===== config.mk =====
export PLATFORM = sky130hd
export DESIGN_NAME = sub_bytes_seq
export DESIGN_NICKNAME = d
export VERILOG_FILES = /design/src/rtl/aes_pkg.sv /design/src/rtl/composite_field_s_box.sv /design/src/rtl/sub_bytes_seq.sv
export SDC_FILE = /design/constraint.sdc
export NUM_CORES = 2
export LEC_CHECK = 0
export BUFFER_PORTS_ARGS = -buffer_cell sky130_fd_sc_hd__buf_2
export CAP_MARGIN = 0
export CORE_ASPECT_RATIO = 1.4
export CORE_UTILIZATION = 35
export DETAILED_ROUTE_END_ITERATION = 10
export HOLD_SLACK_MARGIN = 0.05
export PLACE_DENSITY_LB_ADDON = 0.2
export SLEW_MARGIN = 10
export SYNTH_ARGS = -nofsm -noshare
export SYNTH_HDL_FRONTEND = slang
export SYNTH_SLANG_ARGS = --single-unit

===== constraint.sdc =====
create_clock -name clk -period 22.7 [get_ports clk]
set_input_delay 4.54 -clock clk [delete_from_list [all_inputs] [get_ports clk]]
set_output_delay 4.54 -clock clk [all_outputs]
set_load 0.01 [all_outputs]

===== src/rtl/aes_pkg.sv =====
// Shared AES types, FSM encoding and GF(2^8) helpers for the sequential SubBytes block.
// Optional S-box output register stage: define SUB_BYTES_SEQ_PIPE_REG_EN.
package aes_pkg;

   typedef logic [127:0] aes_state_t;
   typedef logic [31:0]  aes_word_t;

   typedef enum logic [1:0] {IDLE, RUN, DONE} sbseq_state_e;

   localparam int NUM_COLS = 4;
   localparam int COL_W    = $clog2(NUM_COLS);

   localparam logic [7:0] AFFINE_C     = 8'h63;
   localparam logic [7:0] INV_AFFINE_C = 8'h05;
   localparam logic [7:0] GF_POLY_LOW  = 8'h1B;

   function automatic logic [7:0] rotl8(input logic [7:0] a, input int unsigned n);
      return (a << n) | (a >> (8 - n));
   endfunction

   function automatic logic [7:0] gfXtime(input logic [7:0] a);
      return {a[6:0], 1'b0} ^ (a[7] ? GF_POLY_LOW : 8'h00);
   endfunction

   function automatic logic [7:0] gfMul(input logic [7:0] a, input logic [7:0] b);
      logic [7:0] acc;
      logic [7:0] sh;
      acc = '0;
      sh  = a;
      for (int i = 0; i < 8; i++) begin
         if (b[i]) acc = acc ^ sh;
         sh = gfXtime(sh);
      end
      return acc;
   endfunction

   // x^254 is x^-1 for nonzero x and maps 0 to 0, exactly what the S-box needs
   function automatic logic [7:0] gfInv(input logic [7:0] a);
      logic [7:0] sq;
      logic [7:0] acc;
      sq  = a;
      acc = 8'h01;
      for (int i = 0; i < 7; i++) begin
         sq  = gfMul(sq, sq);
         acc = gfMul(acc, sq);
      end
      return acc;
   endfunction

endpackage


===== src/rtl/composite_field_s_box.sv =====
// Single-byte AES S-box, forward (i_enc_dec = 1) or inverse (i_enc_dec = 0),
// built around a shared GF(2^8) multiplicative inverse.
module composite_field_s_box
   import aes_pkg::*;
(
   input  logic       i_enc_dec,
   input  logic [7:0] i_byte,
   output logic [7:0] o_byte
);

   logic [7:0] w_invAffine;
   logic [7:0] w_invIn;
   logic [7:0] w_inv;
   logic [7:0] w_fwdAffine;

   // Inverse direction undoes the affine map first, forward applies it last
   assign w_invAffine = rotl8(i_byte, 1) ^ rotl8(i_byte, 3) ^ rotl8(i_byte, 6) ^ INV_AFFINE_C;
   assign w_invIn     = i_enc_dec ? i_byte : w_invAffine;
   assign w_inv       = gfInv(w_invIn);
   assign w_fwdAffine = w_inv ^ rotl8(w_inv, 1) ^ rotl8(w_inv, 2) ^ rotl8(w_inv, 3)
                        ^ rotl8(w_inv, 4) ^ AFFINE_C;
   assign o_byte      = i_enc_dec ? w_fwdAffine : w_inv;

endmodule


===== src/rtl/sub_bytes_seq.sv =====
// Column-serial AES SubBytes/InvSubBytes over a 128-bit state using four shared S-boxes.
// Define SUB_BYTES_SEQ_PIPE_REG_EN to register the S-box outputs before write-back.
module sub_bytes_seq
   import aes_pkg::*;
(
   input  logic         clk,
   input  logic         rst_n,
   input  logic         in_valid,
   output logic         in_ready,
   input  logic [127:0] in_data,
   input  logic         in_enc_dec,
   output logic         out_valid,
   input  logic         out_ready,
   output logic [127:0] out_data,
   output logic         busy
);

   localparam logic [COL_W-1:0] LAST_COL = COL_W'(NUM_COLS - 1);

   sbseq_state_e     r_fsm;
   aes_state_t       r_state;
   logic             r_mode;
   logic [COL_W-1:0] r_colCnt;
   logic             r_inReady;
   logic             r_outValid;
   logic             r_busy;

   aes_word_t        w_colIn;
   aes_word_t        w_colSub;

`ifdef SUB_BYTES_SEQ_PIPE_REG_EN
   aes_word_t        r_pipeWord;
   logic [COL_W-1:0] r_pipeCol;
   logic             r_pipeValid;
   logic             r_drain;
`endif

   assign w_colIn = r_state[{r_colCnt, 5'd0} +: 32];

   for (genvar b = 0; b < 4; b++) begin : g_sbox
      composite_field_s_box u_sbox (
         .i_enc_dec (r_mode),
         .i_byte    (w_colIn[8*b +: 8]),
         .o_byte    (w_colSub[8*b +: 8])
      );
   end

   // Handshake flags are registered alongside the state so they change only with it
   always_ff @(posedge clk or negedge rst_n) begin
      if (!rst_n) begin
         r_fsm      <= IDLE;
         r_state    <= '0;
         r_mode     <= 1'b0;
         r_colCnt   <= '0;
         r_inReady  <= 1'b1;
         r_outValid <= 1'b0;
         r_busy     <= 1'b0;
`ifdef SUB_BYTES_SEQ_PIPE_REG_EN
         r_pipeWord  <= '0;
         r_pipeCol   <= '0;
         r_pipeValid <= 1'b0;
         r_drain     <= 1'b0;
`endif
      end else begin
         case (r_fsm)
            IDLE: begin
               if (in_valid) begin
                  r_state   <= in_data;
                  r_mode    <= in_enc_dec;
                  r_colCnt  <= '0;
                  r_fsm     <= RUN;
                  r_inReady <= 1'b0;
                  r_busy    <= 1'b1;
               end
            end
            RUN: begin
`ifdef SUB_BYTES_SEQ_PIPE_REG_EN
               // Issue one column per cycle; the extra drain cycle retires the last one
               if (r_pipeValid) r_state[{r_pipeCol, 5'd0} +: 32] <= r_pipeWord;
               if (r_drain) begin
                  r_pipeValid <= 1'b0;
                  r_drain     <= 1'b0;
                  r_fsm       <= DONE;
                  r_outValid  <= 1'b1;
               end else begin
                  r_pipeWord  <= w_colSub;
                  r_pipeCol   <= r_colCnt;
                  r_pipeValid <= 1'b1;
                  r_colCnt    <= r_colCnt + COL_W'(1);
                  if (r_colCnt == LAST_COL) r_drain <= 1'b1;
               end
`else
               r_state[{r_colCnt, 5'd0} +: 32] <= w_colSub;
               r_colCnt <= r_colCnt + COL_W'(1);
               if (r_colCnt == LAST_COL) begin
                  r_fsm      <= DONE;
                  r_outValid <= 1'b1;
               end
`endif
            end
            DONE: begin
               if (out_ready) begin
                  r_fsm      <= IDLE;
                  r_outValid <= 1'b0;
                  r_inReady  <= 1'b1;
                  r_busy     <= 1'b0;
               end
            end
            default: r_fsm <= IDLE;
         endcase
      end
   end

   assign in_ready  = r_inReady;
   assign out_valid = r_outValid;
   assign busy      = r_busy;
   assign out_data  = r_outValid ? r_state : '0;

endmodule


==> results.md <==
- Outcome: finished clean
- DP HPWL: roughly 190000 um
- Final slew viol count: 0
- Final count of hold timing violations: 0
- Vias in the first global route: between 60000 and 70000
- Worst-path maximum fanout: 22
- Die area: 200000 um2
- CP max stage delay: ~0.85 ns
- CP arrival: 21.74 ns
- RSZ-0062 raised after global routing: false
- I/O Pins: 264
- Startpoint Class: flip-flop
- Drt total wl: around 260000 um
- Syn nets: around 9600
- Per-cell routed wire length: 21.3 um
- Gr usage total: 0.245
- Period utilization: 0.943
- Final ANT Viol Nets: 0
- Worst Hold Class: flip-flop to flip-flop
- Setup slack, reg-to-reg: roughly 1.3 ns
- Primary FF master, synth: dfrtp_1
- Mean Syn Cell Area: roughly 7.4 um2
- Seq/Total Area, Yosys: 0.0491
- Worst reg2reg startpoint: r_colCnt[0]
- CP endpoint: r_state[117]
- Max-Cap Viols: 0
- Worst-path clk slew: around 0.07 ns
- Cell family with most CP delay: XOR/XNOR gates
- Worst path required time: about 23 ns
- Number of synthesized flops with an enable pin: 0
- Cts bufs inserted: 17
- Area Growth Syn to Fin: 7.73%
- CP bufs+invs: 5
- DR pass1 iterations: 6
- Syn Inst Count: around 9400
- Clock tree buffer depth: 2
- Rows: approximately 190
- Asr flop ratio synth: 1.00
- Initial antenna violation count: 16
- Crit path capture type: flip-flop
- Layout cell share with drive strength beyond 1: 0.130
- Final setup fails: 0
- Most frequent cells in the layout: 1573 x xnor2_1, 1405 x nor2_1, 843 x nand2_1, 599 x a21oi_1, 426 x xor2_1
- Worst-Skew Late Latency: ~0.49 ns
- Clk root buf: clkbuf_16
- NumNets Final: roughly 9500
- WS Path Type: flip-flop to flip-flop
- # clock sinks: ~140
- Top cell by count, worst path: xnor2_1
- GP Congestion: around 0.93
- Initial Util: 0.352
- Min Tclk post-route: 21.40 ns
- Via Count: just under 70000
- FF-to-FF End: r_state[117]
- # DRC: 0
- Worst clock skew: 0.0226 ns
- Slowest CP cell: dfrtp_4
- Drt initial violations: about 5600
- Buffers on Ports: approximately 260
- #FFs+latches synth: between 100 and 150
- Die height: about 530 um
- Core Region: between 150000 and 200000 um2
- TritonCTS clock tree: built
- Final setup TNS: 0 ns
- Die width: between 300 and 400 um
- Yosys cell types: roughly 140
- First-pass GRT wire length: between 300000 and 400000 um
- Synth warn: 0
- Max Clk Rate: 0.0467 GHz
- Overflow after GRT: 0
- Hold Crit Depth: 2
- Worst-Margin Slew: 1.30 ns
- # hold bufs at CTS: 0
- WP depth: 63
- Commonest non-fill, non-tap cell in the layout: xnor2_1
- Slew Limit Headroom: 0.125
- Vias/cell: ~5.8
- Largest net degree at the start of global routing: 104
- CP Launch Point: r_colCnt[0]
- H-tree depth: 4
- Mapped Area: ~70000 um2
- Worst Reg-to-Reg Cells: 63
[Yosys cell counts, drive strengths merged, types with 21 or more instances]
cell type	count	area share
o21ai	456	0.033
o31ai	39	0.0044
o21a	44	0.0048
a311oi	24	0.0035
and2	192	0.017
a211oi	104	0.012
a31oi	91	0.0085
o211ai	81	0.0091
ha	32	0.0058
buf	262	0.021
or4	21	0.0023
a221oi	48	0.0074
and3	54	0.0049
a22oi	52	0.0056
nand3	268	0.019
or3	55	0.0050
o311ai	22	0.0029
nor4	49	0.0044
dfrtp	135	0.049
a211o	27	0.0034
xor3	46	0.016
nand4	50	0.0045
nand2	847	0.046
inv	87	0.0047
a32oi	22	0.0030
or2	37	0.0033
nor2	1419	0.077
o211a	22	0.0032
o22ai	216	0.020
xnor2	1808	0.25
mux2	62	0.010
xnor3	253	0.082
nor3	273	0.020
mux4	36	0.012
clkbuf	418	0.023
a21o	47	0.0051
mux2i	205	0.031
nor2b	40	0.0036
xor2	489	0.068
o221ai	27	0.0035
o32ai	28	0.0035
nand2b	35	0.0032
a2111oi	22	0.0035
a21oi	613	0.045
[layout make-up]
cell class                      instances  area, um2
Fill cell                           20700     123000
Clock inverter                         12        116
Inverter                              106        400
Multi-Input combinational cell       8496      63200
Timing Repair Buffer                  599       3860
Sequential cell                       136       3420
Clock buffer                           20        467
Tap cell                             2632       3290
Antenna cell                            2       5.00
[per-layer routing]
metal  wire (um)  vias to the layer above  GRT usage  part of all wire
met5         102                        -          0           0.00040
met2      123000                     2674      0.425              0.48
met3       16400                      488     0.0282             0.064
met1      108000                    33400      0.312              0.42
li1            -                    32800          -                 -
met4        8800                       18     0.0846             0.034
[kinds of logic after synthesis]
logic type,count (synthesis),synth area share
AND/OR/NAND/NOR,3402,0.220
XOR/XNOR,2596,0.419
AO/OA/AOI/OAI,2162,0.204
buffers and inverters,786,0.0490
multiplexers,303,0.0528
flip-flops,136,0.0491
adder cells (fa/ha/maj),33,0.00591
[stage by stage]
step | setup WS, ns | hold WS [ns] | std cells | cell area, um2 | util
after detailed placement | 0.450 | 0.510 | 12000 | 74000 | 0.375
after CTS | 0.378 | 0.516 | 12000 | 74600 | 0.378
after floorplan | 4.62 | 0.464 | 9418 | 69400 | -
after global placement | 0.621 | 0.497 | 12000 | 74000 | 0.375
after global routing | 0.0618 | 0.551 | 12000 | 74800 | 0.379
final | 1.30 | 0.530 | 12000 | 74800 | 0.379
[sequential cells by signal, summed over array words and instances (netlist names)]
register	count
busy	1
r_mode	1
out_valid	1
r_fsm	2
in_ready	1
r_colCnt	2
r_state	128
[worst reg2reg max path, delay by kind of cell, from the launching register on]
family	cells	cell delay, ns
AO/OA/AOI/OAI	13	4.08
XOR/XNOR	24	8.44
adder cells (fa/ha/maj)	3	1.14
buffers and inverters	5	1.45
flip-flops	1	0.85
multiplexers	5	1.74
AND/OR/NAND/NOR	13	3.54
[what timing repair did]
item	in CTS	in global routing
buffers inserted	0	1
resized for setup	0	12
endpoints found under the setup margin	0	64
[worst min-delay path by stage]
stage / startpoint / end / slack (ns)
after CTS: r_state[19] / r_state[19] / 0.52
after global routing: r_state[19] / r_state[19] / 0.55
after floorplan: r_state[83] / r_state[83] / 0.46
after detailed placement: r_state[19] / r_state[19] / 0.51
after global placement: r_state[19] / r_state[19] / 0.50
final: r_state[19] / r_state[19] / 0.53
Power is left out: the tool's default activity adds up to more than one toggle a clock period on the data nets, which glitch-free logic cannot reach.
